## src/rtl/deser_pkg.sv

```systemverilog
// Shared types and constants for the serial-link deserializer.
package deser_pkg;

   typedef enum logic [1:0] {
      HUNT,
      CONFIRM,
      LOCKED
   } state_t;

   localparam logic [7:0] DEFAULT_SYNC_WORD = 8'hA5;

   // Counter width for values 0..n-1, never narrower than one bit.
   function automatic int cnt_w(input int n);
      return (n <= 2) ? 1 : $clog2(n);
   endfunction

endpackage

```

## src/rtl/deserializer.sv

```systemverilog
// MSB-first deserializer: hunts for SYNC_WORD, confirms over LOCK_CNT frames, then emits bytes.
// Build option DESER_SYNC_DROP_EN: SYNC_WORD frames seen while locked are dropped as idle filler.
module deserializer
   import deser_pkg::*;
#(
   parameter int                DATA_W    = 8,
   parameter logic [DATA_W-1:0] SYNC_WORD = DATA_W'(DEFAULT_SYNC_WORD),
   parameter int                LOCK_CNT  = 2
) (
   input  logic              t_clk,
   input  logic              rst_n,
   input  logic              ser_in,
   input  logic              relock,
   output logic [DATA_W-1:0] data_out,
   output logic              data_valid,
   output logic              locked
);

   localparam int                 BIT_W      = cnt_w(DATA_W);
   localparam int                 MATCH_W    = cnt_w(LOCK_CNT + 1);
   localparam logic [BIT_W-1:0]   BIT_LAST   = BIT_W'(DATA_W - 1);
   localparam logic [MATCH_W-1:0] MATCH_LAST = MATCH_W'(LOCK_CNT - 1);

   state_t             state_q, state_d;
   logic [DATA_W-1:0]  sreg_q, sreg_d;
   logic [BIT_W-1:0]   bit_cnt_q, bit_cnt_d, bit_nxt;
   logic [MATCH_W-1:0] match_cnt_q, match_cnt_d;
   logic [DATA_W-1:0]  data_q, data_d;
   logic               valid_q, valid_d;
   logic               sync_hit, boundary;

   assign sync_hit = (sreg_q == SYNC_WORD);
   assign boundary = (bit_cnt_q == '0);
   assign bit_nxt  = (bit_cnt_q == BIT_LAST) ? '0 : bit_cnt_q + 1'b1;
   assign sreg_d   = {sreg_q[DATA_W-2:0], ser_in};

   always_comb begin
      // NOTE: every output of this block gets a default first, so no path can infer a latch.
      state_d     = state_q;
      bit_cnt_d   = bit_cnt_q;
      match_cnt_d = match_cnt_q;
      data_d      = data_q;
      valid_d     = 1'b0;

      if (relock) begin
         state_d     = HUNT;
         match_cnt_d = '0;
      end else begin
         unique case (state_q)
            HUNT: begin
               if (sync_hit) begin
                  bit_cnt_d   = BIT_W'(1);
                  match_cnt_d = MATCH_W'(1);
                  state_d     = (LOCK_CNT == 1) ? LOCKED : CONFIRM;
               end
            end
            CONFIRM: begin
               bit_cnt_d = bit_nxt;
               if (boundary) begin
                  if (sync_hit) begin
                     match_cnt_d = match_cnt_q + 1'b1;
                     if (match_cnt_q == MATCH_LAST) state_d = LOCKED;
                  end else begin
                     // A failed confirm frame is not rechecked as a fresh hunt match.
                     state_d     = HUNT;
                     match_cnt_d = '0;
                  end
               end
            end
            LOCKED: begin
               bit_cnt_d = bit_nxt;
               if (boundary) begin
`ifdef DESER_SYNC_DROP_EN
                  if (!sync_hit) begin
                     data_d  = sreg_q;
                     valid_d = 1'b1;
                  end
`else
                  data_d  = sreg_q;
                  valid_d = 1'b1;
`endif
               end
            end
            default: state_d = HUNT;
         endcase
      end
   end

   always_ff @(posedge t_clk) begin
      // NOTE: state registers use non-blocking assignments so every flop samples pre-edge values.
      if (!rst_n) begin
         state_q     <= HUNT;
         sreg_q      <= '0;
         bit_cnt_q   <= '0;
         match_cnt_q <= '0;
         data_q      <= '0;
         valid_q     <= 1'b0;
      end else begin
         state_q     <= state_d;
         sreg_q      <= sreg_d;
         bit_cnt_q   <= bit_cnt_d;
         match_cnt_q <= match_cnt_d;
         data_q      <= data_d;
         valid_q     <= valid_d;
      end
   end

   assign data_out   = data_q;
   assign data_valid = valid_q;
   assign locked     = (state_q == LOCKED);

endmodule

```

## config.mk

```make
export PLATFORM = sky130hd
export DESIGN_NAME = deserializer
export DESIGN_NICKNAME = d
export VERILOG_FILES = /design/src/rtl/deser_pkg.sv /design/src/rtl/deserializer.sv
export SDC_FILE = /design/constraint.sdc
export NUM_CORES = 1
export LEC_CHECK = 0
export CAP_MARGIN = 25
export CELL_PAD_IN_SITES_DETAIL_PLACEMENT = 0
export CELL_PAD_IN_SITES_GLOBAL_PLACEMENT = 1
export CORE_ASPECT_RATIO = 0.7
export CORE_MARGIN = 4
export CORE_UTILIZATION = 43
export DETAILED_ROUTE_END_ITERATION = 10
export HOLD_SLACK_MARGIN = 0.02
export PLACE_DENSITY_LB_ADDON = 0.1
export SYNTH_ARGS = -nofsm -noshare
export SYNTH_HDL_FRONTEND = slang
export SYNTH_SLANG_ARGS = --single-unit
```

## constraint.sdc

```tcl
create_clock -name t_clk -period 3.6 [get_ports t_clk]
set_clock_uncertainty 0.05 [all_clocks]
set_input_delay 0.72 -clock t_clk [delete_from_list [all_inputs] [get_ports t_clk]]
set_output_delay 0.72 -clock t_clk [all_outputs]
set_load 0.02 [all_outputs]
```

==> flow_summary.yaml <==
run_status:
  status: "finished, final reports clean"
logic_synthesis:
  synth_nets: 126
  synth_fa_ha_area_frac: 0.108
  netlist_area_um2: 1040
  synthTopCellsByArea: "dfxtp_1 (46%), ha_1 (11%), nand2_1 (6.8%), a21oi_1 (6.2%), and2_1 (4.2%)"
  synth_top_area_frac: 0.461
  yosysTopAreaCell: "dfxtp_1"
  synthSimpleGateAreaFrac: 0.240
  synth-xor-area-share: 0
  ys_seq_area_frac: 0.461
  synthCells: 113
  ys_seq_elements: 24
  synth-compound-area-share: 0.151
  synth_top_family_by_area: "simple AND/OR/NAND/NOR gates"
  ys_warn_count: 0
  syn_area_per_cell_um2: 9.22
  synthMuxAreaShare: 0.00960
  ys_types: 31
worst_setup_path:
  crit-reg2reg-launch: "bit_cnt_q[0]"
  cp-end-kind: "output port"
  reg2reg_depth: 6
  cp-start-kind: "flop"
  worstSetupStartpoint: "state_q[0]"
  crit_required_ns: 2.83
  cp.arrival_ns: 1.65
  path_class: "reg -> out"
  cp_max_fo: 4
cts:
  cts-buffers-inserted: 3
  cts_setup_buffers: 0
  postCtsHoldBufs: 0
  cts_max_path_buffers: 2
  clkSlewWorstSetupHoldPaths_ns: 0.13
  cts_sinks: 24
  post_cts_resized: 0
  cts-root-buf: "clkbuf_4"
  cts_tree: "done"
  cts_max_level: 1
  clk_latency_ns: 0.31
global_route:
  grt_antenna_before_repair: 0
  grt_pass1_vias: 729
  gr-max-usage-layer: "met2"
  grt_pass1_wl_mm: 3.43
  grt_use_met3: 0.0530
  grtUsageMet1: 0.189
  globalRouteMet2Util: 0.196
  grt_start_max_net_pins: 14
  grt_usage: 0.136
  overflow: 0
drt:
  ant_nets: 0
  drt_iter0_markers: 46
  vias: 788
  drc: 0
  wl_mm: 1.92
  post_drt_via_cell_ratio: 4.93
  wl_per_cell_um: 12.0
  firstDrtPassIters: 4
floorplanning:
  start_util: 0.469
  core_um2: 2220
  die_x_um: 66.8
  io_pins: 14
  dieArea_um2: 3290
  die_h_um: 49.2
  rows: 14
timing:
  drv_slew: 0
  worstMarginPinSlew_ns: 0.507
  setup_viol: 0
  setup_tns_ns: 0
  hold_slack_ns: 0.414
  fmax_ghz: 0.413
  fin_crit_ns: 2.42
  rsz0062_at_grt: "false"
  finalHoldViolCount: 0
  slew_headroom: 0.659
  layout_worst_path_cycle_share: 0.673
min_path:
  min_path_type: "reg -> reg"
  hp-start: "data_out[4]"
  holdPathStages: 2
pwr:
  netSwitchingFraction: 0.202
  ir_worst_vdd_uv: 245
  p_int_w: 0.000334
  powerDensity_nw_per_um2: 337
  pwr-share-seq: 0.642
  p_comb_frac: 0.028
  clkPwrFrac: 0.330
  power_w: 0.000418
  leakagePower_nw: 0.451
  p_switching_w: 0.0000843
placed_design:
  dpl.hpwl_mm: 1.47
  io_buffers: 13
  gp_congestion: 0.847
layout:
  syn_to_final_growth_pct: 19.0
  nNetsFinal: 142
  nFillCells: 221
  multi_input_area_um2: 531
  num_antenna_cells: 0
  area.sequential_um2: 480
  layout-drive-gt1-share: 0.0859
run:
  cap_violations: 0
==> placed cells by master, fill, tap and decap left out, types with 2 or more instances in the layout <==
master,count
nor2_1,4
nand2b_1,2
dfxtp_1,24
nand4_1,2
a21oi_1,13
a31oi_1,3
and2_1,7
inv_1,6
and4bb_2,2
ha_1,9
clkdlybuf4s50_1,13
clkbuf_4,3
nand2_1,19
o21ai_0,3
==> power groups by stage <==
| stage | sequential [W] | combinational, W | clock (W) |
|---|---|---|---|
| detailed placement | 0.000274 | 0.0000117 | 0 |
| global placement | 0.000274 | 0.0000114 | 0 |
| floorplan | 0.000274 | 0.00000520 | 0 |
| global route | 0.000269 | 0.0000130 | 0.000159 |
| finish | 0.000268 | 0.0000116 | 0.000138 |
| CTS | 0.000268 | 0.0000117 | 0.000145 |
==> final timing paths <==
check / slack, ns / end
worst min-delay path: 0.41 / data_out[4]
worst min register to register: 0.41 / data_out[4]
worst max register to register: 1.95 / data_out[1]
worst max-delay path: 1.18 / locked
==> layout make-up <==
cell class,count,share of cell area
clock buffers,4,0.0293
multi-input cells,81,0.428
repair buffers,13,0.105
inverters,6,0.0182
flip-flops and latches,24,0.387
well taps,32,0.0323
==> Yosys cell counts (all sizes together) <==
| library cell | instances |
|---|---|
| a21bo | 1 |
| a21boi | 1 |
| a21o | 1 |
| a21oi | 13 |
| a311oi | 1 |
| a31oi | 3 |
| a32o | 1 |
| and2 | 8 |
| and4bb | 2 |
| buf | 1 |
| clkbuf | 1 |
| dfxtp | 24 |
| ha | 9 |
| inv | 6 |
| mux2i | 1 |
| nand2 | 19 |
| nand2b | 2 |
| nand3 | 1 |
| nand4 | 2 |
| nor2 | 4 |
| nor3 | 1 |
| nor3b | 2 |
| nor4 | 1 |
| o211ai | 1 |
| o21ai | 3 |
| o31ai | 1 |
| or2 | 1 |
| or3 | 1 |
| or3b | 1 |
==> worst max-delay path: stages, from the launching register on <==
cell and delay, ns:
dfxtp_1 0.36, inv_1 0.11, ha_1 0.23, clkdlybuf4s50_1 0.64
==> cells by family after synthesis <==
group,after synthesis
compound gates,26
fa+ha+maj,9
buf+inv,8
flops,24
mux,1
simple gates,45
==> state kept, by name (all words and copies together) (netlist names) <==
register / cells
bit_cnt_q: 3
data_out: 8
data_valid: 1
match_cnt_q: 2
sreg_q: 8
state_q: 2
==> per-layer routing <==
metal	up-vias	wire length [um]	share of wire
met5	-	0	0
met4	0	0	0
met3	0	93	0.048
met2	10	805	0.42
met1	359	1020	0.53
li1	419	-	-
==> stage by stage <==
step / instance area [um2] / cells / worst slack, ns / utilization
global route: 1240 / 160 / 1.06 / 0.557
global placement: 1200 / 156 / 1.44 / 0.541
CTS: 1240 / 160 / 1.15 / 0.557
detailed placement: 1200 / 156 / 1.37 / 0.541
finish: 1240 / 160 / 1.18 / 0.557
floorplan: 1040 / 113 / 2.08 / -
(Power assumes the default switching activity.)
